===== src/rtl/cpu_run_pkg.sv =====
// Shared state encoding for the CPU run controller; the state code is also the mode output.
package cpu_run_pkg;

  typedef enum logic [2:0] {
    ST_IDLE   = 3'd0,
    ST_RUN    = 3'd1,
    ST_SPEED  = 3'd2,
    ST_HALTED = 3'd3,
    ST_EDIT   = 3'd4
  } run_state_e;

  function automatic logic is_running(input run_state_e s);
    return (s == ST_RUN) || (s == ST_SPEED);
  endfunction

endpackage


===== src/rtl/cpu_run_ctrl_bp_match.sv =====
// Breakpoint slot registers with a parallel PC compare; instantiated only when
// CPU_BREAKPOINT_EN is defined. NUM_BP must be at least 2.
module run_bp_match #(
  parameter int PC_W   = 8,
  parameter int NUM_BP = 4
) (
  input  logic                      clk,
  input  logic                      rst,
  input  logic                      bp_we,
  input  logic [$clog2(NUM_BP)-1:0] bp_idx,
  input  logic [PC_W-1:0]           bp_addr,
  input  logic                      bp_valid,
  input  logic [PC_W-1:0]           pc,
  output logic                      match
);

  logic [PC_W-1:0]   slot_addr [NUM_BP];
  logic [NUM_BP-1:0] slot_valid;

  always_ff @(posedge clk or negedge rst) begin
    if (!rst) begin
      slot_addr  <= '{default: '0};
      slot_valid <= '0;
    end else if (bp_we) begin
      slot_addr[bp_idx]  <= bp_addr;
      slot_valid[bp_idx] <= bp_valid;
    end
  end

  always_comb begin
    match = 1'b0;
    for (int unsigned i = 0; i < NUM_BP; i++) begin
      if (slot_valid[i] && (slot_addr[i] == pc)) match = 1'b1;
    end
  end

endmodule


===== src/rtl/cpu_run_ctrl.sv =====
// Front-panel execution controller: NEXT/RUN/SPEEDRUN/edit -> registered step_en.
// Define CPU_BREAKPOINT_EN to enable the PC breakpoint slots (run_bp_match).
module cpu_run_ctrl #(
  parameter int PC_W    = 8,
  parameter int DIV_W   = 8,
  parameter int RUN_DIV = 4,
  parameter int CNT_W   = 16,
  parameter int NUM_BP  = 4
) (
  input  logic                      clk,
  input  logic                      rst,
  input  logic                      NEXT,
  input  logic                      RUN,
  input  logic                      SPEEDRUN,
  input  logic                      edit,
  input  logic                      halt_req,
  input  logic [PC_W-1:0]           pc,
  input  logic                      clr_cnt,
  input  logic                      bp_we,
  input  logic [$clog2(NUM_BP)-1:0] bp_idx,
  input  logic [PC_W-1:0]           bp_addr,
  input  logic                      bp_valid,
  output logic                      step_en,
  output logic [2:0]                mode,
  output logic [CNT_W-1:0]          step_cnt,
  output logic                      bp_hit
);
  import cpu_run_pkg::*;

  localparam logic [DIV_W-1:0] DIV_LAST = DIV_W'(RUN_DIV - 1);

  run_state_e       state, state_nx;
  logic             next_q, run_q, speed_q;
  logic             next_edge, run_edge, speed_edge;
  logic [DIV_W-1:0] div_q, div_nx;
  logic             step_nx, hit_nx, step_due, bp_match;

  assign next_edge  = NEXT & ~next_q;
  assign run_edge   = RUN & ~run_q;
  assign speed_edge = SPEEDRUN & ~speed_q;
  assign mode       = state;

`ifdef CPU_BREAKPOINT_EN
  run_bp_match #(
    .PC_W  (PC_W),
    .NUM_BP(NUM_BP)
  ) u_bp_match (
    .clk     (clk),
    .rst     (rst),
    .bp_we   (bp_we),
    .bp_idx  (bp_idx),
    .bp_addr (bp_addr),
    .bp_valid(bp_valid),
    .pc      (pc),
    .match   (bp_match)
  );
`else
  logic unused_bp;
  assign unused_bp = ^{bp_we, bp_idx, bp_addr, bp_valid, pc};
  assign bp_match  = 1'b0;
`endif

  // Divider defaults to zero so any state change clears it; only RUN->RUN advances it.
  always_comb begin
    state_nx = state;
    div_nx   = '0;
    step_nx  = 1'b0;
    hit_nx   = 1'b0;
    step_due = (state == ST_SPEED) || ((state == ST_RUN) && (div_q == DIV_LAST));
    if (edit) begin
      state_nx = ST_EDIT;
    end else if (state == ST_EDIT) begin
      state_nx = ST_IDLE;
    end else if (halt_req && (state != ST_HALTED)) begin
      state_nx = ST_HALTED;
    end else if (is_running(state) && step_due && bp_match) begin
      state_nx = ST_HALTED;
      hit_nx   = 1'b1;
    end else begin
      case (state)
        ST_IDLE: begin
          if (speed_edge)     state_nx = ST_SPEED;
          else if (run_edge)  state_nx = ST_RUN;
          else if (next_edge) step_nx  = 1'b1;
        end
        ST_RUN: begin
          if (speed_edge)    state_nx = ST_SPEED;
          else if (run_edge) state_nx = ST_IDLE;
          else begin
            step_nx = step_due;
            div_nx  = step_due ? '0 : div_q + 1'b1;
          end
        end
        ST_SPEED: begin
          if (speed_edge || run_edge) state_nx = ST_IDLE;
          else                        step_nx  = 1'b1;
        end
        ST_HALTED: begin
          if (next_edge || run_edge || speed_edge) state_nx = ST_IDLE;
        end
        default: state_nx = ST_IDLE;
      endcase
    end
  end

  always_ff @(posedge clk or negedge rst) begin
    if (!rst) begin
      state    <= ST_IDLE;
      div_q    <= '0;
      step_en  <= 1'b0;
      bp_hit   <= 1'b0;
      next_q   <= 1'b0;
      run_q    <= 1'b0;
      speed_q  <= 1'b0;
      step_cnt <= '0;
    end else begin
      state   <= state_nx;
      div_q   <= div_nx;
      step_en <= step_nx;
      bp_hit  <= hit_nx;
      next_q  <= NEXT;
      run_q   <= RUN;
      speed_q <= SPEEDRUN;
      if (clr_cnt)                         step_cnt <= '0;
      else if (step_en && (step_cnt != '1)) step_cnt <= step_cnt + 1'b1;
    end
  end

endmodule


===== config.mk =====
export PLATFORM = sky130hd
export DESIGN_NAME = cpu_run_ctrl
export DESIGN_NICKNAME = d
export VERILOG_FILES = /design/src/rtl/cpu_run_pkg.sv /design/src/rtl/cpu_run_ctrl_bp_match.sv /design/src/rtl/cpu_run_ctrl.sv
export SDC_FILE = /design/constraint.sdc
export NUM_CORES = 1
export LEC_CHECK = 0
export CAP_MARGIN = 20
export CORE_ASPECT_RATIO = 0.5
export CORE_UTILIZATION = 44
export CTS_BUF_LIST = sky130_fd_sc_hd__clkbuf_4
export CTS_CLUSTER_SIZE = 16
export DETAILED_ROUTE_END_ITERATION = 8
export HOLD_SLACK_MARGIN = 0.03
export PLACE_DENSITY = 0.78
export SYNTH_ARGS = -nofsm -noshare
export SYNTH_HDL_FRONTEND = slang
export SYNTH_HIERARCHICAL = 1
export SYNTH_SLANG_ARGS = --single-unit
export TNS_END_PERCENT = 100

===== constraint.sdc =====
create_clock -name clk -period 1.5 [get_ports clk]
set_input_delay 0.3 -clock clk [delete_from_list [all_inputs] [get_ports clk]]
set_output_delay 0.3 -clock clk [all_outputs]
set_load 0.1 [all_outputs]

==> results of run 1 <==
## critical path, cell delays in order (launching register included)
cell	delay [ns]
dfrtp_4	0.45
ha_4	0.15
nand4_1	0.18
buf_4	0.22
nor4_4	0.22
buf_4	0.18
nor4_2	0.04
nor3_1	0.22
## logic make-up (layout without fill, tap and decap cells)
kind of cell	count (synthesis)	count (layout)	share of synthesized area (%)
flops	31	31	47.4
other cells	1	1	0.229
compound gates	35	35	12.9
xor+xnor	6	6	3.21
mux	3	3	1.91
buf+inv	13	87	4.28
simple gates	80	80	28.6
fa+ha+maj	2	2	1.53
## final cells by class
| type | count | area, um2 | area share (%) |
|---|---|---|---|
| clock buffer | 6 | 45.0 | 1.63 |
| clock inverter | 2 | 7.51 | 0.272 |
| inverter | 6 | 22.5 | 0.816 |
| multi-input combinational | 127 | 930 | 33.7 |
| sequential | 31 | 841 | 30.5 |
| tap | 51 | 63.8 | 2.31 |
| timing repair buffer | 73 | 851 | 30.8 |
## what timing repair did
action / 4_1_cts / 5_1_grt
pin swaps: 6 / 4
setup buffers: 3 / 3
gates resized for setup: 4 / 24
gates cloned: 0 / 0
endpoints found under the hold margin: 0 / 0
endpoints found under the setup margin: 14 / 23
## state kept, by name, summed over array words and instances (netlist names)
signal / flops
div_q: 8
mode: 3
next_q: 1
run_q: 1
speed_q: 1
step_cnt: 16
step_en: 1
## through the flow
| step | setup slack, ns | hold slack (ns) | cells | TNS (ns) | power (mW) |
|---|---|---|---|---|---|
| after CTS | -0.0975 | 0.317 | 293 | -0.874 | 1.60 |
| after detailed placement | -0.206 | 0.542 | 282 | -2.44 | 1.12 |
| final | -0.262 | 0.316 | 296 | -1.79 | 1.59 |
| after floorplan | -0.391 | 0.00441 | 171 | -2.84 | 1.01 |
| after global routing | -0.304 | 0.321 | 296 | -2.82 | 1.66 |
| after global placement | -0.180 | 0.526 | 282 | -1.74 | 1.11 |
## metal layers
| metal | part of all wire [%] | wire [um] | track usage, % |
|---|---|---|---|
| met3 | 3.4 | 159 | 6.95 |
| met2 | 51 | 2390 | 40.3 |
| met1 | 43 | 2010 | 24.8 |
| met4 | 2.6 | 123 | 14.5 |
| met5 | 0 | 0 | 0 |
## placed cells by master (no fill, tap or decap), types with 3 or more instances in the layout
cell type         n
and3_1            3
nor2_1           13
clkdlybuf4s50_1   7
or3_1             7
a21oi_1          10
buf_12           21
nand2_1           7
clkbuf_4          6
inv_1             6
nor3_1            4
dfrtp_4          16
buf_4            39
buf_6             6
xor2_1            5
nor2b_1           5
dfrtp_1          11
o21ai_0           5
nand4_1           6
nand3_1          11
dfrtp_2           4
a21oi_2           4
## power groups by stage
stage | Combinational, mW | Clock [mW] | Sequential, mW
floorplan | 0.0663 | 0 | 0.943
global placement | 0.220 | 0 | 0.889
detailed placement | 0.225 | 0 | 0.891
CTS | 0.227 | 0.497 | 0.872
global route | 0.244 | 0.538 | 0.876
finish | 0.229 | 0.488 | 0.872
## how the worst min path moves through the flow
stage                        start      endpoint  slack [ns]  cells after the start
after floorplan                rst      div_q[0]       0.004                      0
after global placement    div_q[7]      div_q[7]        0.53                      2
after detailed placement  div_q[7]      div_q[7]        0.54                      2
after CTS                      rst  step_cnt[10]        0.32                      2
after global routing           rst  step_cnt[10]        0.32                      2
final                          rst  step_cnt[12]        0.32                      2
==> results.cfg, run 1 <==
[outcome]
status = finished, violations left
violations = negative setup slack

[cells_and_area]
utilization_pct = 79.1
drive_gt1_share_pct = 48.6
nNetsFinal = 274
final.fill_count = 198
final_area_um2 = 2760
syn2layout_area_growth_pct = 68.5
n_antenna_cell = 0

[clock_network]
clockBufferDepth = 2
clk_latency_ns = 0.34
cts_tree = done
numCtsBuffers = 5
root_buffer = clkbuf_4
cts_num_sinks = 31
clk_pin_slew_ns = 0.10
cts_hold_buf = 0
cts-htree-levels = 2

[worst_setup_path]
cp-startpoint = step_cnt[1]
endpoint = step_cnt[13]
r2r_end = step_cnt[13]
worstSetupStartpointType = register
r2r_start = step_cnt[1]
critical_path_class = register to register
cp-end-kind = register
reg2reg_slack_ns = -0.26
crit_arrival_ns = 1.99
worstRegToRegCells = 7
worstPathMaxFanout = 5
crit_required_ns = 1.73

[grt]
track_usage_pct = 22.8
antenna_found_initial = 0
grt_pass1_wl_um = 6750
grt_remaining_overflow = 0
grt_start_max_net_pins = 32
grt_pass1_vias = 1642

[logic_synthesis]
yosysSeqAreaShare_pct = 47.4
netlist_instances = 171
synth_ff_type = dfrtp_1
avgSynthCellArea_um2 = 9.58
yosysMostFrequentCell = dfrtp_1
ys_top_cells_by_count = 31 x dfrtp_1, 14 x a21oi_1, 14 x nor2_1
yosys.area.top_type = dfrtp_1
netlist.area_leader.share_pct = 47.4
synth-seq-cells = 31
syn_area_um2 = 1640
yosys_warnings = 6
synth_cell_types = 41
synth_edf_count = 0
synthArstFlopShare_pct = 100
yosys-top-cells-area = dfrtp_1 47%, a21oi_1 4.3%, nand3_1 3.4%
synth_fp_nets = 201

[power_and_ir_drop]
p_sw_share_pct = 28.6
pwr-share-seq_pct = 54.9
p_comb_share_pct = 14.4
power_density_nw_per_um2 = 576
power.leakage_nw = 1.11
switching_power_mw = 0.455
power.share.clock_pct = 30.7
cellInternalPower_mw = 1.13
ir_drop_mv = 0.579

[drt]
drt_iter0_markers = 109
vias_per_cell = 5.65
antenna_left = 0
drc_errors = 0
wirelength_um = 4680
drt-pass1-iter-count = 4
vias = 1671
wl_per_cell_um = 15.8

[floorplanning]
rows = 15
die-area_um2 = 3980
ios = 49
dieWidth_um = 88.3
initial_core_util_pct = 46.9
core_area_um2 = 3490
die_height_um = 45.1

[timing]
clock_skew_ns = 0.00600
grt_setup_unrepaired = true
finalCritPeriodShare_pct = 117
max_freq_mhz = 567
hold_viol = 0
worst_slack_ns = -0.262
period_needed_ns = 1.76
setup-violations-final = 16
final_max_slew_viol_count = 0

[job]
maxCapViolations = 0

[place]
dp_hpwl_um = 2930
gp_congestion = 0.872
io_buffers = 27
placed_area_um2 = 2550

[min_path]
hp-class = input port to asynchronous set/reset pin
Power figures use the tool's default switching activity.
==> inputs of run 2 (changes only) <==
Settings changed: SETUP_SLACK_MARGIN from default to 0.15.
==> results.cfg, run 2 (synthesis gave the netlist of run 1 again) <==
[timing]
fin_setup_tns_ns = -3.71
clock_skew_ns = 0.0382
grt_setup_unrepaired = true
hold_viol = 0
max_freq_mhz = 540
finalCritPeriodShare_pct = 124
worst_slack_ns = -0.353
final_max_slew_viol_count = 0
period_needed_ns = 1.85
setup-violations-final = 25

[min_path]
hp-class = input port to asynchronous set/reset pin

[drt]
vias = 2058
wirelength_um = 7460
wl_met2_um = 3390
vias_per_cell = 6.58
drt-pass1-iter-count = 5
met1Wirelength_um = 2910
met3_length_um = 752
drt_iter0_markers = 237
highest_layer = met4
wl_per_cell_um = 23.8
antenna_left = 0
drc_errors = 0

[clock_network]
cts_hold_buf = 0
cts-htree-levels = 2
clockBufferDepth = 2
root_buffer = clkbuf_4
clk_latency_ns = 0.38
cts_num_sinks = 31
numCtsBuffers = 5
cts_tree = done
clk_pin_slew_ns = 0.15

[worst_setup_path]
crit_arrival_ns = 2.16
cp_common_cell = buf_4
cpPeakStageDelay_ns = 0.45
cp_cell_sequence = nand4_1 -> buf_4 -> nor4_4 -> buf_4 -> o31ai_1 -> a21oi_1
worstPathMaxFanout = 4
worstSetupStartpointType = register
worstRegToRegCells = 6
critical_path_class = register to register
cp-end-kind = register
cp_slowest_cell = dfrtp_4
crit_required_ns = 1.81

[cells_and_area]
nNetsFinal = 291
final_common_cell = buf_4
syn2layout_area_growth_pct = 90.9
n_antenna_cell = 0
largest_reg_flops = 16
final.fill_count = 125
top_register = step_cnt
layout_common_cells = 35 x buf_4, 26 x buf_6, 21 x buf_12, 17 x dfrtp_4
drive_gt1_share_pct = 61.1

[place]
io_buffers = 27
dp_hpwl_um = 3110
gp_congestion = 0.803

[power_and_ir_drop]
switching_power_mw = 0.551
cellInternalPower_mw = 1.31
p_comb_share_pct = 15.2
pwr-share-seq_pct = 46.9
power.leakage_nw = 1.25
power_density_nw_per_um2 = 594
p_sw_share_pct = 29.6
power.share.clock_pct = 37.9
ir_drop_mv = 0.710
p_total_mw = 1.86

[job]
maxCapViolations = 0

[grt]
grt_remaining_overflow = 0
grt_pass1_vias = 1825
antenna_found_initial = 0
track_usage_pct = 29.7
grt_pass1_wl_um = 8610
grt_start_max_net_pins = 32

[outcome]
status = finished, violations left
violations = negative setup slack

[floorplanning]
core_area_um2 = 3490
initial_core_util_pct = 46.9
die-area_um2 = 3980
die_height_um = 45.1
dieWidth_um = 88.3
rows = 15
ios = 49
## run 2: per-stage QoR
step	area (um2)	setup WS [ns]	hold WS, ns	cells	utilization (%)
6_report	3130	-0.353	0.257	313	89.6
2_1_floorplan	1770	-0.391	0.00441	171	-
3_5_place_dp	2560	-0.183	0.547	282	73.5
5_1_grt	3130	-0.504	0.284	313	89.6
3_3_place_gp	2560	-0.166	0.529	282	73.5
4_1_cts	2880	-0.118	0.294	305	82.4
## run 2: final timing paths
| kind | from | endpoint | slack [ns] |
|---|---|---|---|
| setup / recovery | step_cnt[11] | step_cnt[11] | -0.35 |
| hold / removal | rst | step_cnt[11] | 0.26 |
| setup reg to reg | step_cnt[11] | step_cnt[11] | -0.35 |
| hold reg to reg | div_q[7] | div_q[7] | 0.65 |
| max in group asynchronous | rst | mode[2] | 1.00 |
| min in group clk | RUN | run_q | 0.40 |
## run 2: critical path: cells and delay by family (launching register included)
family          cells  cell delay [ns]
simple gates        2             0.60
flops               1             0.45
buf+inv             2             0.45
compound gates      2             0.28
## run 2: final cells by class
cell class	count	area [um2]	area share, %
inverter	6	22.5	0.720
tap	51	63.8	2.04
sequential	31	843	27.0
clock buffer	5	37.5	1.20
clock inverter	3	38.8	1.24
multi-input combinational	127	1060	33.9
timing repair buffer	90	1060	33.9
## run 2: power groups by stage
stage,clock network (mW),registers [mW],logic (mW)
5_1_grt,0.737,0.874,0.290
2_1_floorplan,0,0.947,0.0710
4_1_cts,0.673,0.869,0.252
3_3_place_gp,0,0.893,0.223
3_5_place_dp,0,0.894,0.228
6_report,0.704,0.872,0.282
## run 2: repair_timing
| item | 4_1_cts | 5_1_grt |
|---|---|---|
| setup endpoints to repair | 45 | 46 |
| gates resized for setup | 31 | 48 |
| buffers inserted | 15 | 8 |
| pin swaps | 11 | 10 |
## run 2: routing by layer
layer,vias up,global-route usage [%]
met3,64,8.59
met1,977,32.2
met5,-,0
met2,205,53.7
li1,812,-
met4,0,17.1
==> inputs of run 3 (changes only) <==
Settings changed: CORE_MARGIN from default to 4.
==> results.cfg, run 3 (synthesis gave the netlist of run 1 again) <==
[outcome]
status = finished, violations left
violations = negative setup slack

[timing]
hold_viol = 0
worst_slack_ns = -0.298
setup-violations-final = 16
fin_hold_ws_ns = 0.318
fin_setup_tns_ns = -2.59
final_max_slew_viol_count = 0
finalCritPeriodShare_pct = 120
max_freq_mhz = 556
grt_setup_unrepaired = true
clock_skew_ns = 0.0115
period_needed_ns = 1.80

[grt]
antenna_found_initial = 0
grt_pass1_wl_um = 9960
grt_remaining_overflow = 0
grt_start_max_net_pins = 32
grt_pass1_vias = 1990
track_usage_pct = 27.2

[power_and_ir_drop]
ir_drop_mv = 0.482
power.leakage_nw = 1.23
power_density_nw_per_um2 = 547

[worst_setup_path]
crit_family = simple AND/OR/NAND/NOR gates
crit_arrival_ns = 2.07
cp-end-kind = register
worstPathMaxFanout = 5
critical_path_class = register to register
cpPeakStageDelay_ns = 0.53
r2r_start = step_cnt[1]
cp_slowest_cell = dfrtp_4
cp.buffers_inverters = 2
crit_required_ns = 1.78
cp-startpoint = step_cnt[1]
worstSetupStartpointType = register
cp_cell_sequence = ha_4 -> nand4_1 -> nor4_4 -> buf_4 -> buf_6 -> or3_1 -> a21oi_2

[cells_and_area]
n_antenna_cell = 0
layout_common_cells = 39 x buf_4, 21 x buf_6, 21 x buf_12, 17 x dfrtp_4, 11 x dfrtp_1
drive_gt1_share_pct = 60.5
top_register = step_cnt
nNetsFinal = 290
final_area_um2 = 3090
largest_reg_flops = 16
final_common_cell = buf_4
utilization_pct = 88.1
syn2layout_area_growth_pct = 88.8

[floorplanning]
ios = 49
die-area_um2 = 4820
dieWidth_um = 94.3
core_area_um2 = 3510
die_height_um = 51.1
initial_core_util_pct = 46.7
rows = 15

[place]
placed_area_um2 = 2540
io_buffers = 27
place_ws_ns = -0.219
gp_congestion = 0.926
dp_hpwl_um = 3340

[clock_network]
cts_tree = done
numCtsBuffers = 5
cts_num_sinks = 31
cts-htree-levels = 2
root_buffer = clkbuf_4
clockBufferDepth = 2
clk_pin_slew_ns = 0.12
clk_latency_ns = 0.35

[drt]
drt-pass1-iter-count = 5
drc_errors = 0
vias_per_cell = 6.49
vias = 2026
wirelength_um = 7530
drt_iter0_markers = 232
wl_per_cell_um = 24.1
antenna_left = 0

[job]
maxCapViolations = 0

[min_path]
hp-class = input port to asynchronous set/reset pin
run 3: report_power, final:
part           switching (mW)  total (mW)  internal (mW)
sequential             0.0231       0.876          0.852
clock                   0.336       0.534          0.199
combinational           0.169       0.281          0.113
total                   0.527        1.69           1.16
run 3: worst reg2reg max path: stages, from the launching register on:
cell	delay [ns]
dfrtp_4	0.53
ha_4	0.18
nand4_1	0.14
nor4_4	0.06
buf_4	0.17
buf_6	0.13
or3_1	0.35
a21oi_2	0.15
run 3: per-layer routing:
layer / part of all wire, % / track usage, % / vias up
li1: - / - / 815
met1: 37 / 30.4 / 959
met2: 47 / 47.2 / 188
met3: 10 / 7.35 / 64
met4: 5.6 / 15.8 / 0
met5: 0 / 0 / -
run 3: final timing paths:
check                                     to  slack, ns  cells past startpoint
worst max-delay path             step_cnt[5]      -0.30                      7
worst min register to register      div_q[0]       0.59                      2
worst min-delay path            step_cnt[15]       0.32                      2
min in group clk                      next_q       0.41                      1
max in group asynchronous        step_cnt[6]       0.98                      2
worst max register to register   step_cnt[5]      -0.30                      7
run 3: layout make-up:
cell class | count | area (um2)
inverter | 6 | 22.5
multi-input combinational | 127 | 1070
timing repair buffer | 89 | 1030
clock inverter | 2 | 12.5
sequential | 31 | 843
tap | 51 | 63.8
fill | 112 | 417
clock buffer | 6 | 45.0
run 3: metrics by stage:
step	total power [mW]	cells
global placement	1.12	279
global route	1.75	312
finish	1.69	312
CTS	1.63	305
detailed placement	1.12	279
floorplan	1.02	171
run 3: repair_timing:
item	4_1_cts	5_1_grt
endpoints found under the setup margin	45	46
cloned	0	0
hold buffers	0	0
endpoints found under the hold margin	0	0
pin swaps	13	11
setup buffers	18	7
resized for setup	40	35
